--- config.mk ---
export PLATFORM = sky130hd
export DESIGN_NAME = serial_port_fifo
export DESIGN_NICKNAME = d
export VERILOG_FILES = /design/src/rtl/serial_port_fifo.sv
export SDC_FILE = /design/constraint.sdc
export NUM_CORES = 1
export LEC_CHECK = 0
export CELL_PAD_IN_SITES_DETAIL_PLACEMENT = 0
export CELL_PAD_IN_SITES_GLOBAL_PLACEMENT = 1
export CORE_UTILIZATION = 50
export DETAILED_ROUTE_END_ITERATION = 6
export PLACE_DENSITY = 0.85
export REMOVE_ABC_BUFFERS = 1
export SLEW_MARGIN = 20
export SYNTH_ARGS = -nofsm -noshare
export SYNTH_HDL_FRONTEND = slang
export SYNTH_HIERARCHICAL = 1
export SYNTH_SLANG_ARGS = --single-unit
--- constraint.sdc ---
create_clock -name clk -period 4.32 [get_ports clk]
set_input_delay 1.296 -clock clk [delete_from_list [all_inputs] [get_ports clk]]
set_output_delay 1.296 -clock clk [all_outputs]
set_load 0.05 [all_outputs]
--- src/rtl/serial_port_fifo.sv ---
// serial_port_fifo: buffered 8N1 UART with TX/RX FIFOs, sticky error flags and RX threshold interrupt.
module sp_fifo #(
  parameter int AW = 4
) (
  input  logic        clk,
  input  logic        rst,
  input  logic        push_i,
  input  logic        pop_i,
  input  logic [7:0]  din_i,
  output logic [7:0]  dout_o,
  output logic [AW:0] count_o,
  output logic        full_o,
  output logic        empty_o
);
  logic [7:0]  mem_q [2**AW];
  logic [AW:0] wp_q, rp_q;
  logic        do_push, do_pop;
  assign full_o  = (wp_q[AW] != rp_q[AW]) && (wp_q[AW-1:0] == rp_q[AW-1:0]);
  assign empty_o = wp_q == rp_q;
  assign do_push = push_i && !full_o;
  assign do_pop  = pop_i && !empty_o;
  assign count_o = wp_q - rp_q;
  assign dout_o  = mem_q[rp_q[AW-1:0]];
  always_ff @(posedge clk or posedge rst)
    if (rst) begin
      wp_q <= '0;
      rp_q <= '0;
    end else begin
      if (do_push) wp_q <= wp_q + (AW+1)'(1);
      if (do_pop)  rp_q <= rp_q + (AW+1)'(1);
    end
  always_ff @(posedge clk)
    if (do_push) mem_q[wp_q[AW-1:0]] <= din_i;
endmodule

module serial_port_fifo #(
  parameter int CLK_FREQ      = 50000000,
  parameter int BAUD          = 115200,
  parameter int TX_DEPTH_LOG2 = 4,
  parameter int RX_DEPTH_LOG2 = 4,
  parameter int RX_THRESHOLD  = 1
) (
  input  logic                   clk,
  input  logic                   rst,
  input  logic [7:0]             wr_data,
  input  logic                   wr_en,
  output logic                   wr_full,
  output logic [TX_DEPTH_LOG2:0] tx_count,
  output logic [7:0]             rd_data,
  output logic                   rd_valid,
  input  logic                   rd_ack,
  output logic [RX_DEPTH_LOG2:0] rx_count,
  output logic                   overrun,
  output logic                   frame_err,
  output logic                   int_req,
  input  logic                   int_ack,
  output logic                   com_TxD,
  input  logic                   com_RxD
);
  localparam int DIV = (CLK_FREQ + BAUD / 2) / BAUD;
  localparam int CW  = $clog2(DIV);
  typedef enum logic [1:0] {IDLE, START, DATA, STOP} state_t;
  state_t         tx_st_q, tx_st_d, rx_st_q, rx_st_d;
  logic [CW-1:0]  tx_cnt_q, tx_cnt_d, rx_cnt_q, rx_cnt_d;
  logic [2:0]     tx_bit_q, tx_bit_d, rx_bit_q, rx_bit_d;
  logic [7:0]     tx_sh_q, tx_sh_d, rx_sh_q, rx_sh_d, tx_head;
  logic           txd_q, txd_d, meta_q, s_q, arm_q, arm_d;
  logic           ovr_q, ovr_d, fe_q, fe_d;
  logic           tx_pop, tx_empty, tx_done, rx_done, rx_push, rx_full, rx_empty, fe_set;
  sp_fifo #(.AW(TX_DEPTH_LOG2)) u_txf (
    .clk(clk), .rst(rst), .push_i(wr_en), .pop_i(tx_pop), .din_i(wr_data),
    .dout_o(tx_head), .count_o(tx_count), .full_o(wr_full), .empty_o(tx_empty)
  );
  sp_fifo #(.AW(RX_DEPTH_LOG2)) u_rxf (
    .clk(clk), .rst(rst), .push_i(rx_push), .pop_i(rd_ack), .din_i(rx_sh_q),
    .dout_o(rd_data), .count_o(rx_count), .full_o(rx_full), .empty_o(rx_empty)
  );
  assign tx_done   = tx_cnt_q == '0;
  assign rx_done   = rx_cnt_q == '0;
  assign com_TxD   = txd_q;
  assign rd_valid  = !rx_empty;
  assign overrun   = ovr_q;
  assign frame_err = fe_q;
  assign int_req   = (rx_count >= (RX_DEPTH_LOG2+1)'(RX_THRESHOLD)) | ovr_q | fe_q;
  always_comb begin
    tx_st_d  = tx_st_q;
    tx_cnt_d = (tx_st_q == IDLE || tx_done) ? CW'(DIV - 1) : tx_cnt_q - CW'(1);
    tx_bit_d = tx_bit_q;
    tx_sh_d  = tx_sh_q;
    tx_pop   = 1'b0;
    case (tx_st_q)
      IDLE:  if (!tx_empty) begin
        tx_pop  = 1'b1;
        tx_sh_d = tx_head;
        tx_st_d = START;
      end
      START: if (tx_done) begin
        tx_bit_d = '0;
        tx_st_d  = DATA;
      end
      DATA:  if (tx_done) begin
        tx_sh_d  = tx_sh_q >> 1;
        tx_bit_d = tx_bit_q + 3'd1;
        tx_st_d  = tx_bit_q == 3'd7 ? STOP : DATA;
      end
      STOP:  if (tx_done) begin
        tx_pop  = !tx_empty;
        tx_sh_d = tx_empty ? tx_sh_q : tx_head;
        tx_st_d = tx_empty ? IDLE : START;
      end
    endcase
    // line is registered from the current state, so it trails the FSM by one cycle
    txd_d = tx_st_q == START ? 1'b0 : tx_st_q == DATA ? tx_sh_q[0] : 1'b1;
  end
  always_comb begin
    rx_st_d  = rx_st_q;
    rx_cnt_d = rx_done ? CW'(DIV - 1) : rx_cnt_q - CW'(1);
    rx_bit_d = rx_bit_q;
    rx_sh_d  = rx_sh_q;
    arm_d    = arm_q;
    rx_push  = 1'b0;
    fe_set   = 1'b0;
    case (rx_st_q)
      IDLE:  if (!arm_q) arm_d = s_q;
             else if (!s_q) begin
               rx_st_d  = START;
               rx_cnt_d = CW'(DIV / 2);
             end
      START: if (rx_done) begin
        rx_bit_d = '0;
        rx_st_d  = s_q ? IDLE : DATA;
      end
      DATA:  if (rx_done) begin
        rx_sh_d  = {s_q, rx_sh_q[7:1]};
        rx_bit_d = rx_bit_q + 3'd1;
        rx_st_d  = rx_bit_q == 3'd7 ? STOP : DATA;
      end
      STOP:  if (rx_done) begin
        rx_push = s_q;
        fe_set  = !s_q;
        arm_d   = s_q;
        rx_st_d = IDLE;
      end
    endcase
    ovr_d = (rx_push & rx_full) | (ovr_q & ~int_ack);
    fe_d  = fe_set | (fe_q & ~int_ack);
  end
  always_ff @(posedge clk or posedge rst)
    if (rst) begin
      tx_st_q  <= IDLE;
      tx_cnt_q <= '0;
      tx_bit_q <= '0;
      tx_sh_q  <= '0;
      txd_q    <= 1'b1;
      rx_st_q  <= IDLE;
      rx_cnt_q <= '0;
      rx_bit_q <= '0;
      rx_sh_q  <= '0;
      meta_q   <= 1'b1;
      s_q      <= 1'b1;
      arm_q    <= 1'b1;
      ovr_q    <= 1'b0;
      fe_q     <= 1'b0;
    end else begin
      tx_st_q  <= tx_st_d;
      tx_cnt_q <= tx_cnt_d;
      tx_bit_q <= tx_bit_d;
      tx_sh_q  <= tx_sh_d;
      txd_q    <= txd_d;
      rx_st_q  <= rx_st_d;
      rx_cnt_q <= rx_cnt_d;
      rx_bit_q <= rx_bit_d;
      rx_sh_q  <= rx_sh_d;
      meta_q   <= com_RxD;
      s_q      <= meta_q;
      arm_q    <= arm_d;
      ovr_q    <= ovr_d;
      fe_q     <= fe_d;
    end
endmodule
Word-level counts from Yosys, hierarchy flattened
Memory sizes are Yosys's and may differ from the RTL's.
Index checks and enable logic that the tools add are counted.
{"block": "classes", "add_sub_neg": 10, "mul": 0, "div": 0, "order_cmp": 1, "n_eq_ne": 23, "n_shift": 0, "n_mux": 46, "n_bitwise": 8, "n_reduce_logical": 27}
{"cell": "two-way mux 9 bit", "count": 5}
{"cell": "two-way mux 8 bit", "count": 3}
{"cell": "case mux 8 bit (3 select lines)", "count": 1}
{"cell": "adder 5 x 1 -> 5 bit, second input constant", "count": 4}
{"cell": "two-way mux 2 bit", "count": 10}
{"cell": "logical NOT 9 bit", "count": 2}
{"cell": "!= test 2 bit, second input constant", "count": 9}
{"cell": "subtractor 9 x 1 -> 9 bit, second input constant", "count": 2}
{"cell": "two-way mux 1 bit", "count": 17}
{"cell": "case mux 2 bit (4 select lines)", "count": 2}
{"cell": "two-way mux 3 bit", "count": 4}
{"cell": "case mux 3 bit (2 select lines)", "count": 2}
{"cell": "equality test 5 bit", "count": 2}
{"cell": "subtractor 5 bit", "count": 2}
{"cell": "AND reduction 3 bit", "count": 3}
{"cell": "equality test 2 bit, second input constant", "count": 4}
{"cell": "equality test 4 bit", "count": 2}
{"cell": "adder 3 x 1 -> 3 bit, second input constant", "count": 2}
{"cell": "equality test 3 bit, second input constant", "count": 2}
{"cell": "logical AND 1 bit", "count": 6}
{"cell": "nonzero test 2 bit", "count": 3}
{"cell": ">= comparator 5 x 1 -> 1 bit, second input constant", "count": 1}
{"cell": "logical NOT 1 bit", "count": 5}
{"cell": "AND reduction 5 bit", "count": 1}
{"cell": "11 further kinds", "count": 21}
{"block": "totals", "register_bits": 70, "latchBits": 0, "ram_bits": 256, "mem_bits_ro": 0, "in_bits": 14, "word_cells": 135, "mem_count": 2}
{"name": "u_rxf.mem_q", "depth": 16, "word_bits": 8, "rd": 1, "rd_ports_with_merged_regs": 0, "wr": 1, "line_no": "15", "text": "logic [7:0] mem_q [2**AW];"}
{"name": "u_txf.mem_q", "depth": 16, "word_bits": 8, "rd": 1, "rd_ports_with_merged_regs": 0, "wr": 1, "line_no": "15"}

Longest topological paths before layout
Gate-level depths: netlist (run 1).
{"block": "depth", "ltp_word": 6, "mapped_depth": 10, "ltp_nobuf": 9}

Modules after synthesis
The synthesis (run 1) kept the hierarchy.
{"module": "sp_fifo", "instances": 2, "cells_per_inst": 299, "area_each_um2": 5691.7, "seq_area_each_um2": 4093.9}
{"module": "serial_port_fifo", "instances": 1, "cells_per_inst": 226, "area_each_um2": 2529.9, "seq_area_each_um2": 1256.2}

Worst setup path after synthesis (run 1)
OpenSTA, ideal clock, no wires.
{"block": "synth_timing", "path_kind": "register -> output", "from": "reg u_rxf.rp_q[1]", "to": "out int_req", "t_arrival_ps": 2731, "required_time_ps": 3024, "slack_ps": 293, "stages_incl_launch_ff": 10, "path_cell_list": "dfrtp_1 buf_2 clkbuf_1 inv_1 ha_1 a21o_1 a21oi_1 xnor2_1 nor4_1 nand2_1"}
{"block": "synth_via", "elab_chain_len": 4}
{"item": "start, declared", "line_no": "16", "text": "logic [AW:0] wp_q, rp_q;"}
{"item": "start signal, assigned", "line_no": "30", "text": "if (do_pop) rp_q <= rp_q + (AW+1)'(1);"}
{"item": "subtractor 5 bit", "line_no": "22", "text": "assign count_o = wp_q - rp_q;"}
{"item": "via rx_count[3]", "line_no": "52", "text": "output logic [RX_DEPTH_LOG2:0] rx_count,"}
{"item": ">= comparator 5 x 1 -> 1 bit", "line_no": "84", "text": "assign int_req = (rx_count >= (RX_DEPTH_LOG2+1)'(RX_THRESHOLD)) | ovr_q | fe_q;"}
{"item": "bitwise OR 1 bit (2 in series)", "line_no": "84"}
{"item": "end, declared", "line_no": "55", "text": "output logic int_req,"}
The timed path passes the listed nets, and every way through them passes these cells.

Worst setup path in the final report (run 1)
{"block": "layout_timing", "from": "reg u_txf.rp_q[3]", "to": "out wr_full"}
{"block": "layout_via", "elab_chain_len": 2}
{"item": "start, declared", "line_no": "16"}
{"item": "start signal, assigned", "line_no": "30"}
{"item": "equality test 4 bit", "line_no": "18", "text": "assign full_o = (wp_q[AW] != rp_q[AW]) && (wp_q[AW-1:0] == rp_q[AW-1:0]);"}
{"item": "logical AND 1 bit", "line_no": "18"}
{"item": "end, declared", "line_no": "47", "text": "output logic wr_full,"}
No other way between the ends.

==> results of run 1 <==
-- layout make-up --
cell class	instances	share of cell area (%)
well taps	372	2.96
repair buffers	51	3.14
multi-input cells	430	26.1
inverters	32	0.764
flip-flops and latches	326	60.1
clock buffers	48	6.08
clock inverters	14	0.844
-- power by group through the flow --
stage | clock network, mW | registers, mW | logic, mW
2_1_floorplan | 0 | 3.84 | 1.27
3_3_place_gp | 0 | 3.78 | 1.98
3_5_place_dp | 0 | 3.79 | 2.00
4_1_cts | 2.88 | 3.73 | 2.01
5_1_grt | 3.01 | 3.75 | 2.11
6_report | 2.83 | 3.73 | 1.98
-- kinds of logic (layout without fill, tap and decap cells) --
| logic type | Yosys count | in the layout | share of synthesized area [%] |
|---|---|---|---|
| AOI/OAI and AO/OA | 96 | 96 | 4.84 |
| DFF | 326 | 326 | 67.9 |
| muxes | 122 | 122 | 14.4 |
| xor gates and xnor gates | 31 | 31 | 1.95 |
| adders and majority gates | 31 | 31 | 2.90 |
| and+or+nand+nor | 150 | 150 | 5.48 |
| buffers and inverters | 68 | 145 | 2.61 |
-- worst reg2reg max path, stage by stage, from the launching register on --
cell                      delay (ns)
sky130_fd_sc_hd__dfrtp_1        0.43
sky130_fd_sc_hd__nor3_1         0.42
sky130_fd_sc_hd__nand4_1        0.26
sky130_fd_sc_hd__nor2_1         0.29
sky130_fd_sc_hd__o21a_1         0.35
sky130_fd_sc_hd__nand2_1        0.21
sky130_fd_sc_hd__nor2_1         0.73
-- registers in the layout, summed over array words and instances (netlist names), named ones only --
register / flops
u_rxf/rp_q: 5
tx_st_q: 2
tx_cnt_q: 9
u_rxf/mem_q: 128
meta_q: 1
u_txf/mem_q: 128
u_rxf/wp_q: 5
rx_bit_q: 3
rx_st_q: 1
s_q: 1
overrun: 1
u_txf/wp_q: 5
arm_q: 1
tx_bit_q: 3
tx_sh_q: 8
com_TxD: 1
frame_err: 1
u_txf/rp_q: 5
rx_cnt_q: 9
rx_sh_q: 8
-- metal layers --
| metal | share of wire, % | routed length (µm) | GRT usage, % | vias to the layer above |
|---|---|---|---|---|
| li1 | - | - | - | 3332 |
| met1 | 44 | 11300 | 24.8 | 3659 |
| met2 | 50 | 12900 | 31.7 | 176 |
| met3 | 4.3 | 1130 | 2.88 | 46 |
| met4 | 2.2 | 562 | 5.81 | 0 |
| met5 | 0 | 0 | 0 | - |
-- cell usage after synthesis, drive strengths merged, types with 16 or more instances --
cell / count
a22oi: 16
a32oi: 17
buf: 16
clkbuf: 20
dfrtp: 66
edfxtp: 256
ha: 29
inv: 32
mux2: 23
mux2i: 51
mux4: 48
nand2: 35
nor2: 44
nor3: 20
o21ai: 24
xnor2: 24
-- per-stage QoR --
| stage | TNS [ns] | utilization, % | total power, mW |
|---|---|---|---|
| floorplan | -0.328 | - | 5.11 |
| global placement | 0 | 54.0 | 5.75 |
| detailed placement | 0 | 54.0 | 5.79 |
| CTS | 0 | 58.0 | 8.62 |
| global route | 0 | 58.0 | 8.87 |
| finish | 0 | 58.0 | 8.54 |
-- cell usage in the layout (no fill, tap or decap), types with 4 or more instances in the layout --
cell type	count
sky130_fd_sc_hd__nand3_1	6
sky130_fd_sc_hd__xor2_1	7
sky130_fd_sc_hd__clkbuf_16	36
sky130_fd_sc_hd__o21ai_0	8
sky130_fd_sc_hd__clkinv_2	4
sky130_fd_sc_hd__nor2_1	44
sky130_fd_sc_hd__mux2_2	16
sky130_fd_sc_hd__a21oi_1	14
sky130_fd_sc_hd__clkbuf_1	11
sky130_fd_sc_hd__mux2_4	7
sky130_fd_sc_hd__nand2b_1	6
sky130_fd_sc_hd__buf_12	5
sky130_fd_sc_hd__o21ai_1	16
sky130_fd_sc_hd__a32o_1	4
sky130_fd_sc_hd__edfxtp_1	256
sky130_fd_sc_hd__mux4_2	16
sky130_fd_sc_hd__a32oi_1	17
sky130_fd_sc_hd__clkdlybuf4s50_1	19
sky130_fd_sc_hd__a22oi_1	16
sky130_fd_sc_hd__a21o_1	7
sky130_fd_sc_hd__inv_1	29
sky130_fd_sc_hd__nand4_1	9
sky130_fd_sc_hd__dfstp_2	4
sky130_fd_sc_hd__ha_1	29
sky130_fd_sc_hd__and2_1	5
sky130_fd_sc_hd__clkinv_1	5
sky130_fd_sc_hd__dfrtp_1	64
sky130_fd_sc_hd__buf_4	27
sky130_fd_sc_hd__xnor2_1	24
sky130_fd_sc_hd__mux4_1	32
sky130_fd_sc_hd__nor2b_1	4
sky130_fd_sc_hd__nand2_1	34
sky130_fd_sc_hd__mux2i_1	51
sky130_fd_sc_hd__nor3_1	20
-- path summary, 6_finish.rpt --
path | from | end | slack, ns | cells past startpoint
worst max-delay path | u_txf/rp_q[3] | wr_full | 0.28 | 5
worst min-delay path | meta_q | s_q | 0.36 | 0
worst max register to register | rx_cnt_q[4] | u_rxf/mem_q[14][5] | 1.25 | 6
worst min register to register | meta_q | s_q | 0.36 | 0
max in group asynchronous | rst | com_TxD | 2.27 | 3
min in group asynchronous | rst | u_rxf/wp_q[1] | 1.26 | 2
==> implementation parameters, run 1 <==
Parameter                              Value

Timing
  Final min period    4.04 ns
  Fmax    248 MHz
  Final worst path period share    93.4%
  Tightest hold margin    0.364 ns
  Final Setup Violations    0
  Worst slew slack as a fraction of its limit    39.3%
  Clock skew after layout    0.0213 ns
  RSZ-0062 raised after global routing    false
  Hold Fails Final Rpt    0
  Post-route worst setup slack    0.285 ns
  Worst slew pin tran    0.907 ns
  Slew Viols, Final    0

CTS
  Clock root buffer    sky130_fd_sc_hd__clkbuf_16
  Clock insertion delay at the later pin of the skew report    0.51 ns
  Resize count post-CTS    0
  Clock buffer count from CTS    35
  Longest Clk Path Bufs    3
  CTS H-tree lvls    2
  Worst-path clk slew    0.06 ns
  Number of hold buffers added after cts    0
  Clock tree from TritonCTS    built
  Post-CTS Setup Repair Bufs    0
  Sinks on Clock Net    326

Synthesis
  Summed instance area of the synthesized netlist    13900 µm²
  Commonest register cell after synthesis    sky130_fd_sc_hd__edfxtp_1
  Post-synthesis sequential area ratio    67.9%
  Mean cell area of the mapped netlist    16.9 µm²
  Post-synthesis cell type with the largest combined area    sky130_fd_sc_hd__edfxtp_1
  Fraction of synthesis flops using an asynchronous set or reset pin    21.5%
  Count of mapped cells out of synthesis    824
  Synthesis Warnings    6
  Portion of synthesized cell area occupied by the leading cell type    55.3%
  Main area contributors after synthesis    sky130_fd_sc_hd__edfxtp_1 (55%), sky130_fd_sc_hd__dfrtp_1 (12%), sky130_fd_sc_hd__mux4_1 (6.0%)
  Number of enable-type register cells in the synthesized netlist    256
  FF+latch count, synth    326
  Library cells used by synthesis    62

Pwr
  Net Sw Frac    29.8%
  Register share of total power    43.7%
  Share of power burned in combinational logic    23.2%
  Leakage power summed over all cells    5.35 nW
  Peak supply drop    0.333 mV
  Switch Pwr    2.54 mW
  Clock share of power    33.1%
  Pwr per Cell Area    543 nW/µm²
  Internal Power    6.00 mW

Critical path
  WP data arrival    2.74 ns
  Crit path buf inv count    2
  Crit Path Max Fanout    12
  CP max stage cell    sky130_fd_sc_hd__clkdlybuf4s50_1
  Cell Chain, Critical Path    inv_2, ha_1, nand4_1, nor2_1, clkdlybuf4s50_1
  Path type of the worst setup path    flip-flop to primary output
  Crit. End Element    primary output
  Required time of the worst setup path    3.02 ns
  Critical path's top delay family    buffers and inverters
  Longest individual stage delay on the worst path    0.81 ns
  Startpoint type of the worst setup path    flip-flop

Cells and area
  Register area    9450 µm²
  Layout net count    921
  Share of cells above drive strength 1    15.1%
  Final design area excluding fillers    15700 µm²
  Area growth from synthesis to layout    13.0%
  Area of the multi-input gates    4110 µm²
  Finished Layout Cells    1273
  Number of antenna diodes    0
  Final-layout fill cell count    2047

Floorplan
  # rows    60
  Total I/O pin count    38
  Core ar.    27100 µm²
  Full die area    28500 µm²
  Effective utilization at floorplan    51.3%
  Horizontal extent of the die    169 µm
  Floorplan die height    169 µm

GRT
  Maximum number of pins on one net before global-route repair    43
  Initial antenna violation count    0
  Vias in the first global route    7327
  Global Route Usage Sum    18.6%
  First-pass GRT wire length    40300 µm
  Remaining Overflow, GRT    0

Placement
  Port Buf Inserts    37
  Worst slack at placement    0.831 ns
  Placed cells    1211
  GP Congestion    0.799
  Post-detailed-placement cell area    14600 µm²
  Sum of net half-perimeters after detailed placement    16900 µm

Run
  Max capacitance violation total    0

Drt
  Via count    7213
  WL final    26000 µm
  Mean number of vias per cell    5.67
  Routed wire length per instance    20.4 µm
  Detailed-routing iteration count for the pre-antenna-repair pass    5
  Remaining antenna violation count    0
  Initial DRC Count    502
  Count of unresolved DRC violations after routing    0

Status
  Result of the run    completed

Hold path
  Tightest Hold Check Type    flip-flop to flip-flop
Power figures use the tool's default switching activity.
==> inputs of run 2 (changes only) <==
CORE_UTILIZATION = 57   (was 50)
PLACE_DENSITY = 0.94   (was 0.85)
==> run 2 against run 1 <==
  * Worst setup slack worse by 0.018 ns
  * Worst hold slack worse by 0.013 ns
  * Combinational power down 3%
  * Sequential share of layout area increased by 0.13 points
  * Non-clock buffer count down 1
  * Global-route usage increased by 3.6 points
  * Clock skew is 0.0016 ns higher
  * Critical endpoint unchanged
==> implementation parameters, run 2 (synthesized netlist as in run 1, its figures left out) <==
Parameter                              Value

GRT
  Vias in the first global route    7326 (-0.014%)
  Global Route Usage Sum    22.2% (+3.6 points)
  Layer with the highest usage after global routing    met2
  Met3 track demand over resource    3.23% (+0.35 points)
  Met1 Use GR    29.5% (+4.7 points)
  Met2 Resource Use GR    37.4% (+5.8 points)
  Maximum number of pins on one net before global-route repair    51 (+19%)
  Initial antenna violation count    0 (unchanged)
  Remaining Overflow, GRT    0 (unchanged)
  First-pass GRT wire length    41100 µm (+1.9%)

Placement
  GP Congestion    0.885 (+11%)
  Sum of net half-perimeters after detailed placement    16600 µm (-1.8%)
  Post-detailed-placement cell area    14500 µm² (-0.59%)
  Port Buf Inserts    37 (unchanged)

Critical path
  Crit Path Max Fanout    12 (unchanged)
  Worst reg2reg path endpoint    u_rxf/mem_q[11][3]
  CP max stage cell    sky130_fd_sc_hd__clkdlybuf4s50_1
  Setup slack on the worst flop-to-flop path    1.20 ns (-0.05 ns)
  WP data arrival    2.76 ns (+0.02 ns)
  Crit. End Element    primary output
  Worst R2R Start    rx_cnt_q[4]
  Path type of the worst setup path    flip-flop to primary output
  Number of cells on the worst reg-to-reg path    6 (unchanged)
  Longest individual stage delay on the worst path    0.81 ns (about the same)
  Cell Chain, Critical Path    inv_2, ha_1, nand4_1, nor2_1, clkdlybuf4s50_1
  Required time of the worst setup path    3.02 ns (about the same)
  Startpoint type of the worst setup path    flip-flop

Drt
  Routed wire length per instance    21.5 µm (+5.4%)
  Mean number of vias per cell    6.03 (+6.5%)
  Via count    7343 (+1.8%)
  Remaining antenna violation count    0 (unchanged)
  Detailed-routing iteration count for the pre-antenna-repair pass    5 (unchanged)
  WL final    26200 µm (+0.73%)
  Initial DRC Count    625 (+25%)
  Count of unresolved DRC violations after routing    0 (unchanged)

Timing
  Worst slew pin tran    0.889 ns (-0.0178 ns)
  RSZ-0062 raised after global routing    false
  Final min period    4.05 ns (+0.0179 ns)
  Slew Viols, Final    0 (unchanged)
  Tightest hold margin    0.352 ns (-0.0128 ns)
  Fmax    247 MHz (-0.44%)
  Final worst path period share    93.8% (+0.41 points)
  Clock skew after layout    0.0229 ns (+0.00161 ns)
  Final Setup Violations    0 (unchanged)
  Worst slew slack as a fraction of its limit    40.5% (+1.2 points)
  Hold Fails Final Rpt    0 (unchanged)

Cells and area
  Share of cells above drive strength 1    15.7% (+0.61 points)
  Number of antenna diodes    0 (unchanged)
  Leading cell type in the layout, fill and taps excluded    sky130_fd_sc_hd__edfxtp_1
  Area growth from synthesis to layout    12.7%
  Final core occ    66.2% (+8.2 points)
  Final design area excluding fillers    15700 µm² (-0.22%)
  Layout net count    919 (-0.22%)
  Final-layout fill cell count    1644 (-20%)
  Top library cells by usage in the layout, fill and taps aside    sky130_fd_sc_hd__edfxtp_1 (256), sky130_fd_sc_hd__dfrtp_1 (64), sky130_fd_sc_hd__mux2i_1 (51)

Floorplan
  Effective utilization at floorplan    58.7% (+7.4 points)
  Full die area    25000 µm² (-12%)
  Core ar.    23700 µm² (-13%)
  Total I/O pin count    38 (unchanged)
  # rows    56 (-6.7%)
  Floorplan die height    158 µm (-6.3%)
  Horizontal extent of the die    158 µm (-6.3%)

CTS
  Number of hold buffers added after cts    0 (unchanged)
  Longest Clk Path Bufs    3 (unchanged)
  Clock tree from TritonCTS    built
  Clock buffer count from CTS    34 (-2.9%)
  Clock insertion delay at the later pin of the skew report    0.52 ns (about the same)
  CTS H-tree lvls    2 (unchanged)
  Sinks on Clock Net    326 (unchanged)
  Clock root buffer    sky130_fd_sc_hd__clkbuf_16
  Post-CTS Setup Repair Bufs    0 (unchanged)
  Worst-path clk slew    0.06 ns (about the same)
  Resize count post-CTS    0 (unchanged)

Pwr
  Pwr per Cell Area    549 nW/µm² (+1.0%)
  Peak supply drop    0.483 mV (+45%)
  Leakage power summed over all cells    5.36 nW (+0.22%)

Run
  Max capacitance violation total    0 (unchanged)

Hold path
  Tightest Hold Check Type    flip-flop to flip-flop
  Hold Startpoint    meta_q
  Hold path cells    0 (unchanged)
  Destination of the worst hold path    s_q

Status
  Result of the run    completed
[run 2: per-layer routing]
metal	vias up	share of wire [%]
li1	3331	-
met1	3697	41
met2	255	50
met3	60	5.8
met4	0	2.7
met5	-	0
[run 2: through the flow]
step	setup TNS, ns	std cells	power (mW)	setup WS, ns
after floorplan	-0.328	788	5.11	-0.328
after global placement	0	1157	5.70	0.859
after detailed placement	0	1157	5.73	0.799
after CTS	0	1217	8.67	0.251
after global routing	0	1217	8.94	0.112
final	0	1217	8.61	0.267
[run 2: report_power, final]
group | internal, mW | switching, mW | leakage (nW) | total [mW]
Sequential | 3.58 | 0.169 | 2.98 | 3.75
Clock | 1.78 | 1.15 | 0.553 | 2.94
Combinational | 0.714 | 1.21 | 1.83 | 1.92
[run 2: critical path: cells and delay by family (launching register included)]
family	cells	cell delay, ns
and+or+nand+nor	2	0.23
adders and majority gates	1	0.40
buffers and inverters	2	1.03
DFF	1	0.58
[run 2: cell type report]
cell class	count	area, µm²	area share [%]
well taps	319	399	2.54
inverters	32	121	0.774
multi-input cells	430	4110	26.2
clock inverters	14	193	1.23
repair buffers	50	473	3.02
flip-flops and latches	326	9450	60.2
clock buffers	46	946	6.03
[run 2: worst max path at each step]
stage | start | endpoint | slack, ns
6_report | u_txf/rp_q[3] | wr_full | 0.27
5_1_grt | u_rxf/wp_q[0] | int_req | 0.11
4_1_cts | u_rxf/wp_q[0] | int_req | 0.25
3_5_place_dp | u_rxf/wp_q[0] | int_req | 0.80
3_3_place_gp | u_rxf/wp_q[0] | int_req | 0.86
2_1_floorplan | u_rxf/rp_q[1] | int_req | -0.33
==> inputs of run 3 (changes only) <==
CORE_UTILIZATION = 56   (was 57)
PLACE_DENSITY = 0.93   (was 0.94)
REMOVE_ABC_BUFFERS = not set   (was 1)
==> run 3 against run 2 <==
  * Register-to-register slack better by 0.09 ns
  * Final cell count is 0.49% higher
  * Global-route usage is 0.66 points lower
  * Via count is 0.60% lower
  * First-iteration DRC count is 13% lower
  * Largest cell class unchanged
  * Highest routed layer unchanged
==> implementation parameters, run 3 (synthesized netlist as in run 1, its figures left out) <==
Parameter                              Value

Status
  Result of the run    completed

Placement
  Placed cells    1161 (+0.35%)
  Port Buf Inserts    37 (unchanged)
  Worst slack at placement    0.808 ns (+0.00906 ns)
  Sum of net half-perimeters after detailed placement    17300 µm (+4.3%)
  GP Congestion    0.831 (-6.1%)

Pwr
  Pwr per Cell Area    542 nW/µm² (-1.3%)
  Peak supply drop    0.745 mV (+54%)
  Power after layout    8.48 mW (-1.5%)
  Leakage power summed over all cells    5.33 nW (-0.59%)

Critical path
  Worst reg2reg path endpoint    u_rxf/mem_q[4][3]
  Crit. End Element    primary output
  Startpoint type of the worst setup path    flip-flop
  Beginning of the critical path    u_txf/rp_q[3]
  Worst R2R Start    rx_cnt_q[4]
  Critical path capture point    wr_full
  Path type of the worst setup path    flip-flop to primary output
  Number of cells on the worst reg-to-reg path    6 (unchanged)
  Crit Path Max Fanout    12 (unchanged)
  Setup slack on the worst flop-to-flop path    1.29 ns (+0.09 ns)
  Required time of the worst setup path    3.02 ns (about the same)
  WP data arrival    2.76 ns (about the same)

CTS
  Clock buffer count from CTS    34 (unchanged)
  Resize count post-CTS    0 (unchanged)
  Clock insertion delay at the later pin of the skew report    0.52 ns (about the same)
  Clock root buffer    sky130_fd_sc_hd__clkbuf_16
  CTS H-tree lvls    2 (unchanged)
  Number of hold buffers added after cts    0 (unchanged)
  Post-CTS Setup Repair Bufs    0 (unchanged)
  Worst-path clk slew    0.06 ns (about the same)
  Sinks on Clock Net    326 (unchanged)
  Longest Clk Path Bufs    3 (unchanged)
  Clock tree from TritonCTS    built

Cells and area
  Share of cells above drive strength 1    15.1% (-0.57 points)
  Leading cell type in the layout, fill and taps excluded    sky130_fd_sc_hd__edfxtp_1
  Finished Layout Cells    1223 (+0.49%)
  Area growth from synthesis to layout    12.4%
  Layout net count    918 (-0.11%)
  Top library cells by usage in the layout, fill and taps aside    sky130_fd_sc_hd__edfxtp_1 (256), sky130_fd_sc_hd__dfrtp_1 (64), sky130_fd_sc_hd__mux2i_1 (51)
  Number of antenna diodes    0 (unchanged)
  Final core occ    64.3% (-1.9 points)

Timing
  Final worst path period share    94.0% (+0.16 points)
  Post-route worst setup slack    0.260 ns (-0.00707 ns)
  Clock skew after layout    0.0302 ns (+0.00724 ns)
  RSZ-0062 raised after global routing    false
  Worst slew pin tran    0.888 ns (-0.000952 ns)
  Slew Viols, Final    0 (unchanged)
  Final min period    4.06 ns (+0.00707 ns)
  Worst slew slack as a fraction of its limit    40.6% (+0.064 points)
  Final Setup Violations    0 (unchanged)
  Hold Fails Final Rpt    0 (unchanged)
  Fmax    246 MHz (-0.17%)
  Aggregate negative setup slack    0 ns (unchanged)

GRT
  Vias in the first global route    7558 (+3.2%)
  Maximum number of pins on one net before global-route repair    51 (unchanged)
  Initial antenna violation count    0 (unchanged)
  Global Route Usage Sum    21.5% (-0.66 points)
  Remaining Overflow, GRT    0 (unchanged)
  First-pass GRT wire length    41900 µm (+2.1%)

Drt
  Mean number of vias per cell    5.97 (-1.1%)
  Initial DRC Count    543 (-13%)
  WL final    26600 µm (+1.6%)
  Count of unresolved DRC violations after routing    0 (unchanged)
  Detailed-routing iteration count for the pre-antenna-repair pass    5 (unchanged)
  Remaining antenna violation count    0 (unchanged)
  Routed wire length per instance    21.7 µm (+1.1%)
  Via count    7299 (-0.60%)

Floorplan
  Core ar.    24300 µm² (+2.7%)
  Full die area    25500 µm² (+1.8%)
  Total I/O pin count    38 (unchanged)
  # rows    57 (+1.8%)
  Effective utilization at floorplan    57.2% (-1.5 points)
  Floorplan die height    160 µm (+0.88%)
  Horizontal extent of the die    160 µm (+0.88%)

Run
  Max capacitance violation total    0 (unchanged)

Hold path
  Tightest Hold Check Type    flip-flop to flip-flop

Synthesis
  Nets in the synthesized netlist    869
-- run 3: changes by cell type in the layout (fill, tap and decap cells not counted) --
cell                         delta
sky130_fd_sc_hd__buf_12         +2
sky130_fd_sc_hd__buf_4          -3
sky130_fd_sc_hd__bufinv_16      -3
sky130_fd_sc_hd__clkbuf_1       +3
sky130_fd_sc_hd__clkbuf_16      +1
sky130_fd_sc_hd__clkbuf_8       -2
sky130_fd_sc_hd__clkinv_1       +3
sky130_fd_sc_hd__clkinv_8       +1
sky130_fd_sc_hd__clkinvlp_4     +1
sky130_fd_sc_hd__inv_6          -2
-- run 3: report_power, final --
group	internal, mW	switching, mW	leakage, nW
Sequential	3.58	0.173	2.98
Combinational	0.736	1.23	1.84
Clock	1.61	1.15	0.515
Total	5.93	2.55	5.33
-- run 3: worst min path at each step --
stage	start	cells past startpoint	slack [ns]	end
after detailed placement	meta_q	0	0.35	s_q
final	meta_q	0	0.36	s_q
after global routing	meta_q	0	0.36	s_q
after floorplan	meta_q	0	0.35	s_q
after global placement	meta_q	0	0.35	s_q
after CTS	meta_q	0	0.36	s_q
-- run 3: routing by layer --
| metal | up-vias | track usage [%] | wire [µm] |
|---|---|---|---|
| met5 | - | 0 | 0 |
| met4 | 0 | 7.34 | 726 |
| met2 | 252 | 36.4 | 13400 |
| met1 | 3658 | 28.1 | 10900 |
| li1 | 3331 | - | - |
| met3 | 58 | 4.21 | 1510 |
-- run 3: area by class of cell --
type                       instances  area [µm²]
fill                            1649        8670
clock inverter                    14         120
multi-input combinational        430        4110
tap                              324         405
sequential                       326        9450
timing repair buffer              49         490
clock buffer                      48         955
inverter                          32         121
-- run 3: metrics by stage --
step                hold slack (ns)  instance area, µm²
floorplan                     0.345               13900
global placement              0.346               14600
detailed placement            0.348               14600
CTS                           0.357               15600
global route                  0.358               15600
finish                        0.356               15600
-- run 3: worst max-delay path, cell delays in order (launching register included) --
cell and delay [ns]:
sky130_fd_sc_hd__dfrtp_1 0.58, sky130_fd_sc_hd__inv_2 0.21, sky130_fd_sc_hd__ha_1 0.39, sky130_fd_sc_hd__nand4_1 0.14, sky130_fd_sc_hd__nor2_1 0.11, sky130_fd_sc_hd__clkdlybuf4s50_1 0.81
